<file path="src/rtl/cpu_pkg.sv">
// Shared constants, field helpers and the control bundle type for the 5-stage core.
// Covers instruction field positions, control bundle widths and bit indices, and the
// all-zero bubble control word.
package cpu_pkg;

  localparam int unsigned INSTR_W    = 32;
  localparam int unsigned REG_ADDR_W = 5;
  localparam int unsigned FUNCT_W    = 4;
  localparam int unsigned RS1_LSB    = 15;
  localparam int unsigned RS2_LSB    = 20;
  localparam int unsigned RD_LSB     = 7;
  localparam int unsigned F3_LSB     = 12;
  localparam int unsigned F7_B30     = 30;

  localparam int unsigned CU_EX_W  = 3;
  localparam int unsigned CU_MEM_W = 2;
  localparam int unsigned CU_WB_W  = 2;

  // Bit indices inside the mem / wb control fields
  localparam int unsigned MEM_READ   = 0;
  localparam int unsigned MEM_WRITE  = 1;
  localparam int unsigned REG_WRITE  = 0;
  localparam int unsigned MEM_TO_REG = 1;

  typedef struct packed {
    logic [CU_EX_W-1:0]  ex;   // {alu_src, alu_op[1:0]}
    logic [CU_MEM_W-1:0] mem;  // [0]=mem_read [1]=mem_write
    logic [CU_WB_W-1:0]  wb;   // [0]=reg_write [1]=mem_to_reg
  } ctrl_t;

  // A bubble never writes the register file or memory
  localparam ctrl_t BUBBLE_CTRL = '0;

  function automatic logic [REG_ADDR_W-1:0] get_rs1(input logic [INSTR_W-1:0] instr);
    return instr[RS1_LSB +: REG_ADDR_W];
  endfunction

  function automatic logic [REG_ADDR_W-1:0] get_rs2(input logic [INSTR_W-1:0] instr);
    return instr[RS2_LSB +: REG_ADDR_W];
  endfunction

  function automatic logic [REG_ADDR_W-1:0] get_rd(input logic [INSTR_W-1:0] instr);
    return instr[RD_LSB +: REG_ADDR_W];
  endfunction

  // ALU control selector {instr[30], funct3}
  function automatic logic [FUNCT_W-1:0] get_funct(input logic [INSTR_W-1:0] instr);
    return {instr[F7_B30], instr[F3_LSB +: 3]};
  endfunction

endpackage

</file>
<file path="src/rtl/load_use_detector.sv">
// Combinational load-use hazard compare between the EX slot and the ID instruction.
// Ports:
//   ex_valid_i, ex_mem_read_i, ex_rd_i  : state of the instruction currently in EX
//   id_valid_i, id_rs1_i, id_rs2_i      : source registers of the instruction in ID
//   load_use_o                          : EX is a load whose rd (non-x0) feeds ID
module load_use_detector
  import cpu_pkg::*;
(
  input  logic                  ex_valid_i,
  input  logic                  ex_mem_read_i,
  input  logic [REG_ADDR_W-1:0] ex_rd_i,
  input  logic                  id_valid_i,
  input  logic [REG_ADDR_W-1:0] id_rs1_i,
  input  logic [REG_ADDR_W-1:0] id_rs2_i,
  output logic                  load_use_o
);

  // x0 is hardwired zero, so a load into x0 never creates a dependency
  assign load_use_o = ex_valid_i && ex_mem_read_i && (ex_rd_i != '0) && id_valid_i &&
                      ((ex_rd_i == id_rs1_i) || (ex_rd_i == id_rs2_i));

endmodule

</file>
<file path="src/rtl/id_ex_stage.sv">
// ID/EX pipeline register with load-use hazard detection.
// Captures ID operands, immediate, control and register fields and presents them to EX
// one cycle later. Inserts a single bubble on load-use, squashes on flush, holds on
// external stall. Priority per edge: rst > flush > stall_ext > load_use > load.
// Ports:
//   clk, rst (sync, active-high)
//   id_*        : instruction, valid, pc, operands, immediate and control from ID
//   flush       : squash the ID instruction (branch taken)
//   stall_ext   : freeze front end and ID/EX
//   ex_*        : registered EX-side copies; id_ex_rs1_2 = {rs2,rs1} for forwarding
//   pc_write, if_id_write, load_use : combinational hazard outputs
// Optional: define ID_EX_PERF_CNT_EN to add saturating stall_cnt / flush_cnt outputs.
module id_ex_stage
  import cpu_pkg::*;
#(
  parameter int unsigned DATA_W = 64
`ifdef ID_EX_PERF_CNT_EN
  ,
  parameter int unsigned CNT_W  = 32
`endif
) (
  input  logic                  clk,
  input  logic                  rst,
  input  logic [INSTR_W-1:0]    id_instr,
  input  logic                  id_valid,
  input  logic [DATA_W-1:0]     id_pc,
  input  logic [DATA_W-1:0]     id_rdata1,
  input  logic [DATA_W-1:0]     id_rdata2,
  input  logic [DATA_W-1:0]     id_imm,
  input  logic [CU_EX_W-1:0]    id_cu_ex,
  input  logic [CU_MEM_W-1:0]   id_cu_mem,
  input  logic [CU_WB_W-1:0]    id_cu_wb,
  input  logic                  flush,
  input  logic                  stall_ext,
  output logic                  ex_valid,
  output logic [DATA_W-1:0]     ex_pc,
  output logic [DATA_W-1:0]     ex_rdata1,
  output logic [DATA_W-1:0]     ex_rdata2,
  output logic [DATA_W-1:0]     ex_imm,
  output logic [CU_EX_W-1:0]    ex_cu_ex,
  output logic [CU_MEM_W-1:0]   ex_cu_mem,
  output logic [CU_WB_W-1:0]    ex_cu_wb,
  output logic [REG_ADDR_W-1:0] ex_rd,
  output logic [2*REG_ADDR_W-1:0] id_ex_rs1_2,
  output logic [FUNCT_W-1:0]    ex_funct,
  output logic                  pc_write,
  output logic                  if_id_write,
  output logic                  load_use
`ifdef ID_EX_PERF_CNT_EN
  ,
  output logic [CNT_W-1:0]      stall_cnt,
  output logic [CNT_W-1:0]      flush_cnt
`endif
);

  ctrl_t id_ctrl;
  ctrl_t ctrl_q, ctrl_d;
  logic                    valid_q, valid_d;
  logic [DATA_W-1:0]       pc_q, pc_d;
  logic [DATA_W-1:0]       rdata1_q, rdata1_d;
  logic [DATA_W-1:0]       rdata2_q, rdata2_d;
  logic [DATA_W-1:0]       imm_q, imm_d;
  logic [REG_ADDR_W-1:0]   rd_q, rd_d;
  logic [2*REG_ADDR_W-1:0] rs12_q, rs12_d;
  logic [FUNCT_W-1:0]      funct_q, funct_d;
  logic                    lu;

  // Opcode and upper funct7 bits are decoded elsewhere
  logic unused_instr;
  assign unused_instr = ^{id_instr[31], id_instr[29:25], id_instr[6:0]};

  assign id_ctrl = {id_cu_ex, id_cu_mem, id_cu_wb};

  load_use_detector u_load_use_detector (
    .ex_valid_i    (valid_q),
    .ex_mem_read_i (ctrl_q.mem[MEM_READ]),
    .ex_rd_i       (rd_q),
    .id_valid_i    (id_valid),
    .id_rs1_i      (get_rs1(id_instr)),
    .id_rs2_i      (get_rs2(id_instr)),
    .load_use_o    (lu)
  );

  // Front-end enables: flush overrides any stall, otherwise either stall source freezes
  assign load_use    = lu;
  assign pc_write    = rst || flush || !(stall_ext || lu);
  assign if_id_write = pc_write;

  // Next-state select for the ID/EX register bank
  always_comb begin
    valid_d  = valid_q;
    pc_d     = pc_q;
    rdata1_d = rdata1_q;
    rdata2_d = rdata2_q;
    imm_d    = imm_q;
    ctrl_d   = ctrl_q;
    rd_d     = rd_q;
    rs12_d   = rs12_q;
    funct_d  = funct_q;
    if (flush || (!stall_ext && lu)) begin
      valid_d  = 1'b0;
      pc_d     = '0;
      rdata1_d = '0;
      rdata2_d = '0;
      imm_d    = '0;
      ctrl_d   = BUBBLE_CTRL;
      rd_d     = '0;
      rs12_d   = '0;
      funct_d  = '0;
    end else if (!stall_ext) begin
      valid_d  = id_valid;
      pc_d     = id_pc;
      rdata1_d = id_rdata1;
      rdata2_d = id_rdata2;
      imm_d    = id_imm;
      ctrl_d   = id_valid ? id_ctrl : BUBBLE_CTRL;
      rd_d     = get_rd(id_instr);
      rs12_d   = {get_rs2(id_instr), get_rs1(id_instr)};
      funct_d  = get_funct(id_instr);
    end
  end

  // ID/EX register bank
  always_ff @(posedge clk) begin
    if (rst) begin
      valid_q  <= 1'b0;
      pc_q     <= '0;
      rdata1_q <= '0;
      rdata2_q <= '0;
      imm_q    <= '0;
      ctrl_q   <= BUBBLE_CTRL;
      rd_q     <= '0;
      rs12_q   <= '0;
      funct_q  <= '0;
    end else begin
      valid_q  <= valid_d;
      pc_q     <= pc_d;
      rdata1_q <= rdata1_d;
      rdata2_q <= rdata2_d;
      imm_q    <= imm_d;
      ctrl_q   <= ctrl_d;
      rd_q     <= rd_d;
      rs12_q   <= rs12_d;
      funct_q  <= funct_d;
    end
  end

  assign ex_valid    = valid_q;
  assign ex_pc       = pc_q;
  assign ex_rdata1   = rdata1_q;
  assign ex_rdata2   = rdata2_q;
  assign ex_imm      = imm_q;
  assign ex_cu_ex    = ctrl_q.ex;
  assign ex_cu_mem   = ctrl_q.mem;
  assign ex_cu_wb    = ctrl_q.wb;
  assign ex_rd       = rd_q;
  assign id_ex_rs1_2 = rs12_q;
  assign ex_funct    = funct_q;

`ifdef ID_EX_PERF_CNT_EN
  logic [CNT_W-1:0] stall_cnt_q, stall_cnt_d;
  logic [CNT_W-1:0] flush_cnt_q, flush_cnt_d;

  // Saturating event counters; a load-use only counts when it actually inserts a bubble
  always_comb begin
    stall_cnt_d = stall_cnt_q;
    flush_cnt_d = flush_cnt_q;
    if (lu && !flush && !stall_ext && (stall_cnt_q != '1)) begin
      stall_cnt_d = stall_cnt_q + CNT_W'(1);
    end
    if (flush && (flush_cnt_q != '1)) begin
      flush_cnt_d = flush_cnt_q + CNT_W'(1);
    end
  end

  always_ff @(posedge clk) begin
    if (rst) begin
      stall_cnt_q <= '0;
      flush_cnt_q <= '0;
    end else begin
      stall_cnt_q <= stall_cnt_d;
      flush_cnt_q <= flush_cnt_d;
    end
  end

  assign stall_cnt = stall_cnt_q;
  assign flush_cnt = flush_cnt_q;
`endif

endmodule

</file>
<file path="config.mk">
export PLATFORM = sky130hd
export DESIGN_NAME = id_ex_stage
export DESIGN_NICKNAME = d
export VERILOG_FILES = /design/src/rtl/cpu_pkg.sv /design/src/rtl/load_use_detector.sv /design/src/rtl/id_ex_stage.sv
export SDC_FILE = /design/constraint.sdc
export NUM_CORES = 1
export LEC_CHECK = 0
export ABC_AREA = 1
export CORE_AREA = 2 2 226 228
export DETAILED_ROUTE_END_ITERATION = 10
export DIE_AREA = 0 0 228 230
export GPL_TIMING_DRIVEN = 0
export SYNTH_ARGS = -nofsm -noshare
export SYNTH_HDL_FRONTEND = slang
export SYNTH_HIERARCHICAL = 1
export SYNTH_SLANG_ARGS = --single-unit
</file>
<file path="constraint.sdc">
create_clock -name clk -period 4.5 [get_ports clk]
set_input_delay 0.9 -clock clk [delete_from_list [all_inputs] [get_ports clk]]
set_output_delay 0.9 -clock clk [all_outputs]
set_load 0.01 [all_outputs]
</file>
==> metrics.md <==
| Metric | Value |
|---|---|
| Outcome | complete, no violations |
| Clock root buffer | clkbuf_16 |
| # clock sinks | 283 |
| Die ar. | 0.05244 mm² |
| Final Util | 36.88% |
| Mapped Area | 0.01083 mm² |
| Die X | 228 µm |
| Setup crit start kind | primary input |
| Routed len/inst | 16.80 µm |
| Max-Cap Viols | 0 |
| Yosys top cell area share | 52.32% |
| Power Density | 325.4 mW/mm² |
| Register area share after synthesis | 52.32% |
| Final min period | 3.759 ns |
| Class of the worst hold path | register to register |
| Worst Path Max Fanout | 3 |
| GRT Util Overall | 15.81% |
| Post-DRT Antenna Nets | 0 |
| Initial antenna violation count | 2 |
| Clock Tree Buf Depth | 3 |
| Setup TNS | 0 ns |
| Crit path required time | 3.60 ns |
| DRC | 0 |
| H-tree levels | 1 |
| CTS tree | built |
| DIE HEIGHT | 230 µm |
| Slew Limit Fails | 0 |
| CP Data Arrival Time | 2.86 ns |
| Tightest Pin Transition | 0.8417 ns |
| Fin nets | 2182 |
| Boundary Pins | 586 |
| Grt ovf | 0 |
| Fill cells | 5114 |
| Core footprint | 0.04986 mm² |
| Crit share post-route | 83.53% |
| First-pass DRT Iterations | 4 |
| Hold Vio Cnt, Final | 0 |
| Slew margin rel. | 43.89% |
| Clock-pin slew on the worst setup and hold paths | 0.06 ns |
| Unrepaired setup endpoints after global routing | no |
| Share of cells above drive strength 1 | 18.27% |
| Pleak | 6.523 nW |
| Post-Layout Cell Count | 2578 |
| VDD IR max | 229.1 µV |
| Syn Inst Count | 1278 |
| Pin count of the biggest net entering global routing | 15 |
| Number of cell rows | 82 |
| CTS resizes | 0 |
| Global-route wire length before repair | 65550 µm |
| Syn avg cell area | 8.473 µm² |
| Synth top area cells | dfxtp_1, nand2_1, a21oi_2 |
| 1st-iter DRT viols | 371 |
| TritonCTS buffer count | 31 |
| Cell variety after synth | 18 |
| Setup bufs post-CTS | 0 |
| Yosys reg bits | 283 |
| Final setup fails | 0 |
| Yosys warnings | 6 |
| Syn-to-layout area delta | 69.82% |
| IO buf count | 571 |
| Post-CTS Hold Fix Bufs | 0 |
| Via count | 10735 |
| Post-Syn Nets | 1578 |
| GPL Wtd Cong | 0.9125 |
| Clk Latency, worst-skew pair | 0.57 ns |
| Kind of critical path | primary input to primary output |
| Dpl cells | 2521 |
| Vias in the first global route | 11079 |
| Area leader, netlist | dfxtp_1 |
| Skew final | 0.01246 ns |
| Fmax | 266.0 MHz |
| Initial Utilization | 21.72% |
| Hpwl dp | 33570 µm |
| CP Capture Type | primary output |
| Detailed Route WL | 43320 µm |
| Vias/cell | 4.164 |
[where the power goes]
part	internal (mW)	switching [mW]	total, mW
Clock	1.45	1.05	2.50
Combinational	0.464	0.387	0.851
Sequential	2.59	0.0446	2.63
Total	4.50	1.48	5.98
[stage by stage]
step	setup slack, ns	total power, mW	hold WS [ns]	cell area, µm²
2_1_floorplan	1.706	3.011	0.4776	10830
3_3_place_gp	0.6967	3.533	0.4427	17380
3_5_place_dp	0.7198	3.539	0.4546	17380
4_1_cts	0.7075	6.073	0.4638	18390
5_1_grt	0.5354	6.226	0.4791	18390
6_report	0.7411	5.983	0.4614	18390
[area by class of cell]
class / count / area [µm²] / area share (%)
Clock buffer: 49 / 963.4 / 5.240
Tap cell: 672 / 840.8 / 4.573
Buffer: 96 / 644.4 / 3.504
Clock inverter: 7 / 37.54 / 0.2041
Multi-Input combinational cell: 887 / 4473 / 24.33
Timing Repair Buffer: 571 / 5715 / 31.08
Inverter: 12 / 45.04 / 0.2450
Antenna cell: 1 / 2.502 / 0.01361
Sequential cell: 283 / 5665 / 30.81
[synth_stat cells]
| cell type | number |
|---|---|
| nand3_1 | 9 |
| nand2_1 | 576 |
| clkbuf_2 | 1 |
| xor2_1 | 1 |
| a21oi_2 | 200 |
| inv_1 | 10 |
| buf_6 | 23 |
| nor2_1 | 10 |
| buf_4 | 9 |
| nand2_2 | 2 |
| clkbuf_1 | 2 |
| o21ai_0 | 1 |
| xnor2_1 | 2 |
| dfxtp_1 | 283 |
| inv_2 | 2 |
| a21oi_1 | 84 |
| nand4_1 | 2 |
| buf_2 | 61 |
[flip-flops by register name, indices dropped and copies added (netlist names)]
signal / cells
ex_imm: 64
ex_cu_mem: 2
ex_cu_wb: 2
id_ex_rs1_2: 10
ex_funct: 4
ex_pc: 64
ex_rd: 5
ex_cu_ex: 3
ex_rdata2: 64
ex_rdata1: 64
ex_valid: 1
[worst max-delay path: stages]
cell and delay, ns:
clkdlybuf4s50_1 0.58, nand2_1 0.08, inv_1 0.06, nor2_1 0.03
nor2_1 0.08, nand3_1 0.10, a21oi_2 0.24, o21ai_0 0.15
buf_4 0.16, clkdlybuf4s50_1 0.47
[cells by family after synthesis]
family	count (synthesis)	synth area share [%]
simple gates	599	20.96
compound gates	285	20.11
flops	283	52.32
buf+inv	108	6.367
xor+xnor	3	0.2427
[final timing paths]
kind	slack, ns	to	startpoint	cells past startpoint
worst min-delay path	0.46	ex_rdata2[63]$_SDFFE_PP0N_	ex_rdata2[63]$_SDFFE_PP0N_	2
worst max register to register	2.52	ex_pc[51]$_SDFFE_PP0N_	ex_rd[1]$_SDFFE_PP0N_	11
worst min register to register	0.46	ex_rdata2[63]$_SDFFE_PP0N_	ex_rdata2[63]$_SDFFE_PP0N_	2
worst max-delay path	0.74	pc_write	id_instr[18]	10
[placed cells by master (no fill, tap or decap)]
cell type and count:
nand4_1 2, clkinv_2 6, inv_1 10, inv_2 2, a21oi_2 200, clkbuf_8 12, buf_4 9, nand3_1 9
clkdlybuf4s50_1 571, clkbuf_16 31, diode_2 1, buf_6 23, clkbuf_1 8, buf_2 61, a21oi_1 84, nand2_1 576
xnor2_1 2, clkbuf_2 1, o21ai_0 1, clkinvlp_4 1, dfxtp_1 283, nand2_2 2, xor2_1 1, nor2_1 10
[routing by layer]
| metal | vias to the layer above | global-route usage [%] | share of wire, % |
|---|---|---|---|
| met3 | 77 | 4.080 | 6.9 |
| met2 | 421 | 27.75 | 48 |
| met5 | - | 0 | 0 |
| met1 | 4941 | 18.55 | 42 |
| li1 | 5296 | - | - |
| met4 | 0 | 5.699 | 3.3 |
No activity file was read; power rests on OpenSTA's default activity.
